### src/rtl/multicycle_sequencer.sv
// Control FSM for the multicycle rvsimple core.
// Decides each cycle which datapath registers load (PC, IR, MDR, ALU-out,
// regfile), drives the memory-bus handshake, detects bus timeouts and counts
// retired instructions. Outputs are combinational from the registered state,
// the current opcode and bus_ready, and are forced low while reset is held.
module multicycle_sequencer #(
  parameter int BUS_TIMEOUT = 15,
  parameter int COUNT_WIDTH = 32
) (
  input  logic                   clock,
  input  logic                   reset,
  input  logic [6:0]             inst_opcode,
  input  logic                   bus_ready,
  output logic                   mem_read,
  output logic                   mem_write,
  output logic                   ir_write_enable,
  output logic                   mdr_write_enable,
  output logic                   alu_out_write_enable,
  output logic                   regfile_write_enable,
  output logic                   pc_write_enable,
  output logic [2:0]             state,
  output logic                   bus_error,
  output logic                   illegal_instruction,
  output logic [COUNT_WIDTH-1:0] instret
);

  // Wait counter must hold values 0..BUS_TIMEOUT; never narrower than 1 bit.
  localparam int WCW = (BUS_TIMEOUT < 1) ? 1 : $clog2(BUS_TIMEOUT + 1);
  localparam logic [WCW-1:0] WC_LIMIT = WCW'(BUS_TIMEOUT);
  localparam bit TIMEOUT_EN = (BUS_TIMEOUT > 0);

  // Opcode encodings (IR[6:0])
  localparam logic [6:0] OPC_LOAD   = 7'b0000011;
  localparam logic [6:0] OPC_STORE  = 7'b0100011;
  localparam logic [6:0] OPC_BRANCH = 7'b1100011;
  localparam logic [6:0] OPC_FENCE  = 7'b0001111;
  localparam logic [6:0] OPC_SYSTEM = 7'b1110011;
  localparam logic [6:0] OPC_OP     = 7'b0110011;
  localparam logic [6:0] OPC_OPIMM  = 7'b0010011;
  localparam logic [6:0] OPC_LUI    = 7'b0110111;
  localparam logic [6:0] OPC_AUIPC  = 7'b0010111;
  localparam logic [6:0] OPC_JAL    = 7'b1101111;
  localparam logic [6:0] OPC_JALR   = 7'b1100111;

  typedef enum logic [2:0] {
    S_FETCH     = 3'd0,
    S_DECODE    = 3'd1,
    S_EXECUTE   = 3'd2,
    S_MEMORY    = 3'd3,
    S_WRITEBACK = 3'd4,
    S_ERROR     = 3'd5
  } state_e;

  state_e                 state_q, state_d;
  logic [WCW-1:0]         wait_q, wait_d;
  logic [COUNT_WIDTH-1:0] instret_q, instret_d;
  logic                   bus_error_q, bus_error_d;
  logic                   illegal_q, illegal_d;

  // Ungated versions of the outputs; reset masking is applied at the ports.
  logic rd_c, wr_c, ir_c, mdr_c, alu_c, rf_c, pc_c;
  logic req_pending;

  logic is_load, is_store, is_branch, is_nop, is_wb, is_legal;

  // Classify the opcode currently presented from IR.
  always_comb begin
    is_load   = (inst_opcode == OPC_LOAD);
    is_store  = (inst_opcode == OPC_STORE);
    is_branch = (inst_opcode == OPC_BRANCH);
    is_nop    = (inst_opcode == OPC_FENCE) || (inst_opcode == OPC_SYSTEM);
    is_wb     = (inst_opcode == OPC_OP)    || (inst_opcode == OPC_OPIMM) ||
                (inst_opcode == OPC_LUI)   || (inst_opcode == OPC_AUIPC) ||
                (inst_opcode == OPC_JAL)   || (inst_opcode == OPC_JALR);
    is_legal  = is_load || is_store || is_branch || is_nop || is_wb;
  end

  // Next-state, enables, timeout and counter update.
  always_comb begin
    state_d     = state_q;
    bus_error_d = bus_error_q;
    illegal_d   = illegal_q;
    rd_c        = 1'b0;
    wr_c        = 1'b0;
    ir_c        = 1'b0;
    mdr_c       = 1'b0;
    alu_c       = 1'b0;
    rf_c        = 1'b0;
    pc_c        = 1'b0;
    req_pending = 1'b0;

    case (state_q)
      S_FETCH: begin
        rd_c        = 1'b1;
        req_pending = 1'b1;
        if (bus_ready) begin
          ir_c    = 1'b1;
          state_d = S_DECODE;
        end
      end
      S_DECODE: begin
        if (!is_legal) begin
          illegal_d = 1'b1;
          state_d   = S_ERROR;
        end else begin
          state_d = S_EXECUTE;
        end
      end
      S_EXECUTE: begin
        alu_c = 1'b1;
        if (is_load || is_store) begin
          state_d = S_MEMORY;
        end else if (is_branch || is_nop) begin
          pc_c    = 1'b1;
          state_d = S_FETCH;
        end else if (is_wb) begin
          state_d = S_WRITEBACK;
        end else begin
          // Opcode changed under us after DECODE: treat as illegal.
          illegal_d = 1'b1;
          state_d   = S_ERROR;
        end
      end
      S_MEMORY: begin
        if (is_load) begin
          rd_c        = 1'b1;
          req_pending = 1'b1;
          if (bus_ready) begin
            mdr_c   = 1'b1;
            state_d = S_WRITEBACK;
          end
        end else if (is_store) begin
          wr_c        = 1'b1;
          req_pending = 1'b1;
          if (bus_ready) begin
            pc_c    = 1'b1;
            state_d = S_FETCH;
          end
        end else begin
          illegal_d = 1'b1;
          state_d   = S_ERROR;
        end
      end
      S_WRITEBACK: begin
        rf_c    = 1'b1;
        pc_c    = 1'b1;
        state_d = S_FETCH;
      end
      S_ERROR: begin
        state_d = S_ERROR;
      end
      default: begin
        state_d = S_ERROR;
      end
    endcase

    // Final wait cycle without bus_ready: abandon the request. bus_ready in
    // that same cycle has already taken the normal path above and wins.
    if (TIMEOUT_EN && req_pending && !bus_ready && (wait_q == WC_LIMIT)) begin
      bus_error_d = 1'b1;
      state_d     = S_ERROR;
    end

    // Wait counter restarts on any state change or completed transfer.
    if ((state_d != state_q) || bus_ready) begin
      wait_d = '0;
    end else if (req_pending) begin
      wait_d = wait_q + 1'b1;
    end else begin
      wait_d = wait_q;
    end

    instret_d = pc_c ? instret_q + 1'b1 : instret_q;
  end

  // State registers with asynchronous active-low reset.
  always_ff @(posedge clock or negedge reset) begin
    if (!reset) begin
      state_q     <= S_FETCH;
      wait_q      <= '0;
      instret_q   <= '0;
      bus_error_q <= 1'b0;
      illegal_q   <= 1'b0;
    end else begin
      state_q     <= state_d;
      wait_q      <= wait_d;
      instret_q   <= instret_d;
      bus_error_q <= bus_error_d;
      illegal_q   <= illegal_d;
    end
  end

  // Requests and enables are masked while reset is asserted so that a reset
  // landing mid-instruction can never leak a PC or regfile write.
  assign mem_read             = reset & rd_c;
  assign mem_write            = reset & wr_c;
  assign ir_write_enable      = reset & ir_c;
  assign mdr_write_enable     = reset & mdr_c;
  assign alu_out_write_enable = reset & alu_c;
  assign regfile_write_enable = reset & rf_c;
  assign pc_write_enable      = reset & pc_c;

  assign state               = state_q;
  assign bus_error           = bus_error_q;
  assign illegal_instruction = illegal_q;
  assign instret             = instret_q;

endmodule

### config.mk
export PLATFORM = sky130hd
export DESIGN_NAME = multicycle_sequencer
export DESIGN_NICKNAME = d
export VERILOG_FILES = /design/src/rtl/multicycle_sequencer.sv
export SDC_FILE = /design/constraint.sdc
export NUM_CORES = 1
export LEC_CHECK = 0
export CELL_PAD_IN_SITES_DETAIL_PLACEMENT = 0
export CELL_PAD_IN_SITES_GLOBAL_PLACEMENT = 1
export CORE_ASPECT_RATIO = 0.8
export CORE_UTILIZATION = 35
export DETAILED_ROUTE_END_ITERATION = 8
export GPL_TIMING_DRIVEN = 0
export PLACE_DENSITY_LB_ADDON = 0.1
export SYNTH_ARGS = -nofsm -noshare
export SYNTH_HDL_FRONTEND = slang
export SYNTH_SLANG_ARGS = --single-unit
### constraint.sdc
create_clock -name clock -period 2.14 [get_ports clock]
set_input_delay 0.321 -clock clock [delete_from_list [all_inputs] [get_ports clock]]
set_output_delay 0.321 -clock clock [all_outputs]
set_load 0.05 [all_outputs]
==> results of run 1 <==
-- per-stage QoR --
stage | util [%] | power (mW)
floorplan | - | 0.8118
global placement | 46.91 | 0.8586
detailed placement | 47.14 | 0.8627
CTS | 50.33 | 1.428
global route | 50.95 | 1.467
finish | 50.95 | 1.413
-- routing by layer --
| metal | wire length, um | GRT usage, % | up-vias |
|---|---|---|---|
| li1 | - | - | 1017 |
| met4 | 63 | 5.128 | 0 |
| met1 | 3361 | 30.38 | 1015 |
| met5 | 0 | 0 | - |
| met3 | 400 | 4.092 | 4 |
| met2 | 2429 | 24.32 | 63 |
-- cell families (layout without fill, tap and decap cells) --
| kind of cell | Yosys count | after routing | share of synthesized area [%] |
|---|---|---|---|
| AOI/OAI and AO/OA | 28 | 28 | 9.211 |
| buffers and inverters | 17 | 86 | 3.158 |
| DFF | 41 | 41 | 43.16 |
| adders and majority gates | 3 | 3 | 1.474 |
| xor gates and xnor gates | 34 | 34 | 12.53 |
| and+or+nand+nor | 117 | 117 | 30.47 |
-- timing repair --
item / 4_1_cts / 5_1_grt
resized for setup: 58 / 14
pin swaps: 3 / 1
setup endpoints to repair: 34 / 20
buffers inserted: 4 / 3
hold buffers: 1 / 0
hold endpoints to repair: 4 / 0
-- power groups by stage --
stage               Combinational [mW]  Clock, mW  Sequential [mW]
floorplan                       0.0223          0            0.790
global placement                0.0691          0            0.790
detailed placement              0.0733          0            0.789
CTS                             0.0782      0.576            0.774
global route                    0.0850      0.608            0.774
finish                          0.0771      0.562            0.774
-- worst max-delay path, delay by kind of cell --
| family | cells | cell delay (ns) |
|---|---|---|
| AND/OR/NAND/NOR | 2 | 0.53 |
| AO/OA/AOI/OAI | 2 | 0.41 |
| buffers and inverters | 3 | 0.56 |
-- registers in the layout, indices dropped and copies added, names as in the netlist --
register             cells
instret                 32
wait_q                   4
state                    3
bus_error                1
illegal_instruction      1
-- worst paths after layout --
kind | startpoint | end | slack, ns | cells past startpoint
worst max-delay path | inst_opcode[6] | pc_write_enable | -0.01 | 7
worst min-delay path | reset | instret[9] | 0.02 | 2
worst max register to register | instret[4] | instret[22] | 0.19 | 5
worst min register to register | instret[31] | instret[31] | 0.48 | 1
max in group asynchronous | reset | wait_q[1] | 1.50 | 2
min in group clock | instret[31] | instret[31] | 0.48 | 1
-- layout make-up --
class                   instances  area share, %
multi-input cells             182          41.77
flip-flops and latches         41          31.30
repair buffers                 62          17.94
well taps                      84          3.187
clock buffers                   7          2.921
plain buffers                   9          1.821
inverters                       7         0.9105
clock inverters                 1         0.1517
-- cell usage after synthesis (2+ instances only) --
master	number	area share, %
nor2b_1	2	0.53
nor2_1	16	2.5
nor3_1	8	1.7
a32o_1	2	0.84
nand2b_1	2	0.53
o21ai_0	5	1.1
clkbuf_1	5	0.79
and2_1	5	1.3
and4b_1	2	0.84
nor4_4	3	2.7
a31oi_1	4	1.1
nand2_1	18	2.8
xor2_1	7	2.6
nand4_1	19	5.0
nor3b_1	3	0.95
and3_1	10	2.6
nor4_2	3	1.6
inv_1	7	1.1
xnor2_1	27	9.9
a21oi_1	2	0.42
dfrtp_1	41	43
nand4b_1	3	1.1
ha_1	2	1.1
nand3_1	13	2.7
buf_2	3	0.63
==> impl_metrics.json, run 1 <==
{
  "cts_sinks": 41,
  "grt.total_usage_pct": 18.79,
  "io_pins": 54,
  "finalHoldViolations": 0,
  "ys_types": 53,
  "cts_tree": "done",
  "worst_slack_ns": -0.01301,
  "numCtsBuffers": 5,
  "path_max_fanout": 6,
  "crit_slowest_cell": "or3b_4",
  "cts-htree-levels": 2,
  "p_comb_share_pct": 5.5,
  "dp_cells": 378,
  "cp_slowest_stage_delay_ns": 0.40,
  "hold_class": "in2async",
  "fp.dieH_um": 75.72,
  "n_fill_cell": 618,
  "crit_path_end_kind": "output port",
  "grt_setup_unrepaired": "yes",
  "place_congestion": 0.8246,
  "drt_iter0_markers": 153,
  "crit_chain": "dlygate4sd2_1, or3b_4, o22a_4, o211ai_4, buf_6, and2_4, buf_6",
  "syn_to_final_growth_pct": 38.74,
  "layout_common_cells": "clkdlybuf4s50_1 (37), dfrtp_1 (36), xnor2_1 (27)",
  "syn-mean-instance-area_um2": 9.905,
  "fin_nets": 320,
  "p_switching_mw": 0.3175,
  "initial_core_util_pct": 36.72,
  "internal_power_mw": 1.096,
  "seq_power_share_pct": 54.8,
  "clockRootBuffer": "clkbuf_8",
  "coreArea_um2": 6474,
  "seq_area_um2": 1032,
  "cp.arrival_ns": 1.83,
  "max_slew.worst_pin.slew_ns": 0.5305,
  "clock_power_share_pct": 39.8,
  "maxSlewViolCount": 0,
  "path_clk_slew_ns": 0.08,
  "antenna_found_initial": 0,
  "multi_input_comb_area_um2": 1378,
  "ys_async_sr_fraction_pct": 100.0,
  "yosysSeqAreaShare_pct": 43.16,
  "rows": 26,
  "cp-start-kind": "input port",
  "stdcell_count": 393,
  "vias_per_cell": 5.341,
  "synth-main-ff-cell": "dfrtp_1",
  "fin_skew_ns": 0.008844,
  "power_density_nw_per_um2": 428.4,
  "p_sw_share_pct": 22.47,
  "synth_edf_count": 0,
  "cp.required_ns": 1.82,
  "period_minus_slack_ns": 2.153,
  "ir_drop_mv": 0.2599,
  "leakagePower_nw": 1.320,
  "max-cap-violations": 0,
  "ys_warn_count": 0,
  "fmax_mhz": 464.5,
  "grt_pass1_wl_mm": 10.13,
  "ant_nets": 0,
  "hold_slack_ns": 0.02312,
  "tns_ns": -0.01301,
  "setup_viol": 1,
  "placed_cell_area_um2": 3052,
  "dr.pass1.iters": 4,
  "grt_max_degree": 40,
  "path_class": "in2out",
  "cts.path.max_buffers": 2,
  "synthCells": 240,
  "dp_slack_ns": -1.412,
  "die_x_um": 94.14,
  "drc_errors": 0,
  "slew_headroom_pct": 64.64,
  "clock_latency_ns": 0.30,
  "syn-num-nets": 252,
  "routed_wl_mm": 6.255,
  "grt_pass1_vias": 1925,
  "syn_area_um2": 2377,
  "crit_top_cell": "buf_6",
  "outcome": "complete, but fails checks",
  "violations": "setup timing",
  "die_area_um2": 7128,
  "overflow": 0,
  "finish.instance_area_um2": 3298,
  "wl_per_cell_um": 15.92,
  "num_vias": 2099,
  "drive_above_1_share_pct": 19.74,
  "ys_seq_elements": 41,
  "final_common_cell": "clkdlybuf4s50_1",
  "fin_crit_sh_pct": 100.6,
  "place_hpwl_mm": 4.421,
  "io_buffers": 53,
  "diodes": 0
}
No activity file was read; power rests on OpenSTA's default activity.
==> run 2: changes to the inputs <==
--- a/config.mk
+++ b/config.mk
@@ -8,9 +8,9 @@
 export CELL_PAD_IN_SITES_DETAIL_PLACEMENT = 0
 export CELL_PAD_IN_SITES_GLOBAL_PLACEMENT = 1
 export CORE_ASPECT_RATIO = 0.8
-export CORE_UTILIZATION = 35
+export CORE_UTILIZATION = 38
 export DETAILED_ROUTE_END_ITERATION = 8
-export GPL_TIMING_DRIVEN = 0
+export GPL_TIMING_DRIVEN = 1
 export PLACE_DENSITY_LB_ADDON = 0.1
 export SYNTH_ARGS = -nofsm -noshare
 export SYNTH_HDL_FRONTEND = slang
==> run 2 against run 1 <==
  * The run now ends clean
  * Final area grew 3.5%
  * Clock power shrank 7.3%
  * Power shrank 2.1%
  * Critical path depth shrank 1
  * First-iteration DRC count shrank 41%
  * Sequential power is essentially flat
  * Flip-flop and latch count is the same
  * Global-route usage grew 0.30 points
  * Register-to-register slack gained 0.05 ns
  * Largest cell class unchanged
  * Largest power group unchanged
  * Routed wire length shrank 4.0%
  * Core utilization grew 6.2 points
  * Hold slack gained 0.16 ns
==> impl_metrics.json, run 2 (synthesized netlist as in run 1, its figures left out) <==
{
  "dr.pass1.iters": 4,
  "diodes": 0,
  "num_vias": 2126,
  "use_met1_pct": 29.81,
  "ant_nets": 0,
  "routed_wl_mm": 6.004,
  "cts_sinks": 41,
  "cts.path.max_buffers": 2,
  "drc_errors": 0,
  "layout_common_cells": "dfrtp_1 (37), clkdlybuf4s50_1 (35), buf_4 (30)",
  "cts-htree-levels": 2,
  "io_buffers": 53,
  "die_area_um2": 6578,
  "largest_reg_flops": 32,
  "cp.required_ns": 1.82,
  "path_clk_slew_ns": 0.07,
  "internal_power_mw": 1.077,
  "drt_iter0_markers": 90,
  "setup_viol": 0,
  "grt_max_degree": 38,
  "period_minus_slack_ns": 2.025,
  "cp.arrival_ns": 1.70,
  "crit_slowest_cell": "or3b_4",
  "crit_path_end_kind": "output port",
  "place_congestion": 0.8001,
  "crit_start": "inst_opcode[3]",
  "drive_above_1_share_pct": 21.63,
  "syn_to_final_growth_pct": 43.58,
  "p_switching_mw": 0.3073,
  "cts_tree": "done",
  "rows": 25,
  "crit_chain": "dlygate4sd2_1, or3b_4, o22a_4, o211ai_2, and2_4, buf_12",
  "initial_core_util_pct": 39.79,
  "slew_headroom_pct": 65.94,
  "seq_power_share_pct": 55.9,
  "path_max_fanout": 4,
  "p_comb_share_pct": 6.4,
  "power_density_nw_per_um2": 405.5,
  "clock_power_share_pct": 37.6,
  "tns_ns": 0,
  "path_class": "in2out",
  "leakagePower_nw": 1.393,
  "grt.busiest_layer": "met1",
  "final_common_cell": "dfrtp_1",
  "fin_nets": 330,
  "io_pins": 54,
  "rr_startpoint": "wait_q[1]",
  "fin_skew_ns": 0.006987,
  "numCtsBuffers": 5,
  "maxSlewViolCount": 0,
  "grt_pass1_wl_mm": 9.798,
  "hold_class": "in2async",
  "finalHoldViolations": 0,
  "antenna_found_initial": 0,
  "max-cap-violations": 0,
  "wl_per_cell_um": 15.01,
  "fp.dieH_um": 72.75,
  "met2_usage_pct": 25.95,
  "cp_slowest_stage_delay_ns": 0.41,
  "fin_crit_sh_pct": 94.63,
  "coreArea_um2": 5974,
  "n_fill_cell": 515,
  "outcome": "completed",
  "met3_usage_pct": 3.646,
  "die_x_um": 90.43,
  "max_slew.worst_pin.slew_ns": 0.5092,
  "cp-start-kind": "input port",
  "p_total_mw": 1.384,
  "fmax_mhz": 493.8,
  "overflow": 0,
  "grt.total_usage_pct": 19.09,
  "clock_latency_ns": 0.29,
  "place_hpwl_mm": 4.287,
  "grt_pass1_vias": 1939,
  "clockRootBuffer": "clkbuf_8",
  "ir_drop_mv": 0.3457,
  "p_sw_share_pct": 22.20,
  "grt_setup_unrepaired": "no",
  "vias_per_cell": 5.315
}
## run 2: metrics by stage
step / utilization [%] / instances / cell area, um2 / hold slack [ns] / setup WS (ns)
after floorplan: - / 240 / 2401 / 0.02541 / -0.001069
after global placement: 53.80 / 387 / 3214 / 0.1763 / -0.2907
after detailed placement: 53.80 / 387 / 3214 / 0.1715 / -0.3451
after CTS: 56.17 / 398 / 3356 / -0.1443 / -0.02400
after global routing: 57.13 / 400 / 3413 / 0.2192 / 0.02600
final: 57.13 / 400 / 3413 / 0.1823 / 0.1150
## run 2: final cells by class
class	instances	area [um2]	share of cell area (%)
Sequential cell	41	1031	30.21
Multi-Input combinational cell	182	1358	39.77
Tap cell	81	101.3	2.969
Inverter	7	26.28	0.7698
Clock buffer	8	90.09	2.639
Timing Repair Buffer	81	807.0	23.64
## run 2: routing by layer
metal / vias up / share of wire, %
li1: 1033 / -
met1: 1022 / 54
met2: 65 / 40
met3: 6 / 4.5
met4: 0 / 1.2
met5: - / 0
## run 2: worst paths after layout
path,endpoint,slack [ns],cells after the start
min in group clock,illegal_instruction,0.47,1
worst min-delay path,instret[8],0.18,2
worst max register to register,wait_q[0],0.24,6
max in group asynchronous,wait_q[2],1.47,2
worst min register to register,illegal_instruction,0.47,1
worst max-delay path,pc_write_enable,0.12,6
## run 2: power by group through the flow
stage / combinational [mW] / sequential, mW / clock [mW]
after floorplan: 0.0223 / 0.790 / 0
after global placement: 0.0816 / 0.789 / 0
after detailed placement: 0.0818 / 0.789 / 0
after CTS: 0.0844 / 0.774 / 0.535
after global routing: 0.0980 / 0.774 / 0.563
final: 0.0892 / 0.774 / 0.521
## run 2: worst max-delay path, delay by kind of cell
kind | cells | cell delay (ns)
simple gates | 2 | 0.60
buf+inv | 2 | 0.42
compound gates | 2 | 0.36
## run 2: timing repair
action                                 CTS  global route
pin swaps                                6             1
gates resized for setup                 10             8
setup buffers                            3             1
endpoints found under the hold margin    4             4
setup endpoints to repair                8             7
==> variant: new RTL, flow settings as in run 2 <==
Take the reset off `instret_q` and load it in a clocked block of its own.
--- a/src/rtl/multicycle_sequencer.sv
+++ b/src/rtl/multicycle_sequencer.sv
@@ -180,3 +180,2 @@
       wait_q      <= '0;
-      instret_q   <= '0;
       bus_error_q <= 1'b0;
@@ -186,3 +185,2 @@
       wait_q      <= wait_d;
-      instret_q   <= instret_d;
       bus_error_q <= bus_error_d;
@@ -190,2 +188,6 @@
     end
+  end
+
+  always_ff @(posedge clock) begin
+    instret_q <= instret_d;
   end
Check against the original RTL: differs if reset is asserted again (counterexample within 4 cycles, from zero or initial values and one cycle with reset low); with reset held inactive, the same outputs for 10 cycles.
==> variant against run 2 <==
- synthesized cell count is 3.3% lower
- register-to-register slack hardly changed
- largest power group unchanged
- sequential cell count stayed put
- area after synthesis is 1.2% higher
- final area is 1.5% higher
- clock power is 6.7% lower
- routed wire length is 2.7% lower
- critical path type unchanged
- setup slack worse by 0.068 ns
- total power is 3.0% higher
- critical endpoint unchanged
==> variant: results (changes against run 2) <==
metric,value,unit,change
placed_area,0.00331,mm^2,was 0.00321 mm^2
netlist_top_cells_area,"edfxtp_1 40%, xnor2_1 9.5%, dfrtp_1 9.4%",,"was dfrtp_1 43%, xnor2_1 9.9%, nand4_1 5.0%"
synthesis.nets,244,,was 252
synth_edf_count,32,,was 0
min_path_type,reg2reg,,was in2async
async_flop_share,0.220,,was 1.00
num-fill-cells,565,,was 515
outcome,"complete, no violations",,unchanged
gp_congestion,0.798,,was 0.800
power.leakage,1.34,nW,was 1.39 nW
dp_slack,-0.275,ns,was -0.345 ns
synth_common_cells,"32 x edfxtp_1, 26 x xnor2_1, 22 x nand2_1, 18 x nand3_1, 17 x nor2_1",,"was 41 x dfrtp_1, 27 x xnor2_1, 19 x nand4_1, 18 x nand2_1, 16 x nor2_1"
numCtsBuffers,5,,unchanged
worstReg2RegEnd,instret[27],,was wait_q[0]
ys_types,54,,was 53
clkTransAtPathRegs,0.07,ns,about the same
slew_headroom,0.660,,was 0.659
hold_ws,0.483,ns,was 0.182 ns
synth_compound_area_frac,0.107,,was 0.0921
grt_start_max_net_pins,24,,was 38
htree_levels,2,,unchanged
hold_end,bus_error,,
grt.total_usage,0.187,,was 0.191
grt_pass1_wl,9.57,mm,was 9.80 mm
synth_xor_area_frac,0.120,,was 0.125
synth_fa_ha_area_frac,0.0151,,was 0.0147
hold_depth,1,,
yosysMostFrequentCell,edfxtp_1,,was dfrtp_1
clock_path_buffers,2,,unchanged
antenna_found_initial,0,,unchanged
worstPathArrival,1.77,ns,was 1.70 ns
clk_latency,0.29,ns,about the same
fin_skew,0.00534,ns,was 0.00699 ns
rrSetupSlack,0.24,ns,about the same
largest_reg_flops,32,,unchanged
seq_area_frac_synth,0.493,,was 0.432
path_max_fanout,3,,was 4
synth_mux_area_frac,0.00416,,was 0
layout-drive-gt1-share,0.219,,was 0.216
fin_nets,326,,was 330
reg2reg_from,instret[4],,was wait_q[1]
r2r_cells,5,,was 6
min_from,bus_error,,
num_vias,2015,,was 2126
place.port_buffers,53,,unchanged
drt_wl_total,5.84,mm,was 6.00 mm
dpl.hpwl,4.35,mm,was 4.29 mm
grt_pass1_vias,1897,,was 1939
diodes,0,,unchanged
peakVddDrop,269,uV,was 346 uV
drt-initial-drc-count,100,,was 90
## variant: routing by layer
layer / vias to the layer above / track usage / wire length [um]
met5: - / 0 / 0
met3: 6 / 0.0396 / 324
met1: 939 / 0.287 / 3100
met2: 49 / 0.258 / 2350
li1: 1021 / - / -
met4: 0 / 0.0635 / 66
## variant: worst max-delay path, stage by stage
cell and delay, ns:
dlygate4sd2_1 0.26, or3b_4 0.42, o32ai_4 0.11, a31oi_2 0.14
o21ai_4 0.18, and2_4 0.19, buf_12 0.13
## variant: what timing repair did
| item | in CTS | in global routing |
|---|---|---|
| buffers inserted | 0 | 3 |
| pin swaps | 7 | 4 |
| setup endpoints to repair | 4 | 4 |
| gates resized for setup | 16 | 5 |
## variant: per-stage QoR
| step | instances | utilization | setup TNS (ns) |
|---|---|---|---|
| floorplan | 232 | - | -0.238 |
| global placement | 385 | 0.551 | -7.88 |
| detailed placement | 385 | 0.551 | -8.89 |
| CTS | 393 | 0.573 | 0 |
| global route | 396 | 0.577 | 0 |
| finish | 396 | 0.577 | 0 |
## variant: logic make-up after synthesis
group / count (synthesis)
and+or+nand+nor: 105
DFF: 41
AOI/OAI and AO/OA: 36
xor gates and xnor gates: 33
buffers and inverters: 13
adders and majority gates: 3
muxes: 1
## variant: layout make-up
class                      instances  area (um^2)  area share
tap                               81          101      0.0293
clock buffer                       5         68.8      0.0199
multi-input combinational        178         1260       0.364
clock inverter                     3         12.5     0.00361
sequential                        41         1190       0.343
timing repair buffer              81          807       0.233
inverter                           7         26.3     0.00758
## variant: worst max path at each step
stage	start	to	slack, ns	depth (start not counted)
after floorplan	state[2]	pc_write_enable	-0.24	5
after global placement	inst_opcode[3]	instret[17]	-0.25	6
after detailed placement	inst_opcode[3]	instret[17]	-0.28	6
after CTS	inst_opcode[1]	pc_write_enable	0.0005	7
after global routing	inst_opcode[6]	pc_write_enable	0.002	7
final	inst_opcode[6]	pc_write_enable	0.05	7
## variant: report_power, final
part	switching, mW	total [mW]	internal, mW
Sequential	0	0.848	0.848
Clock	0.266	0.486	0.220
Combinational	0.0475	0.0922	0.0447
Total	0.313	1.43	1.11
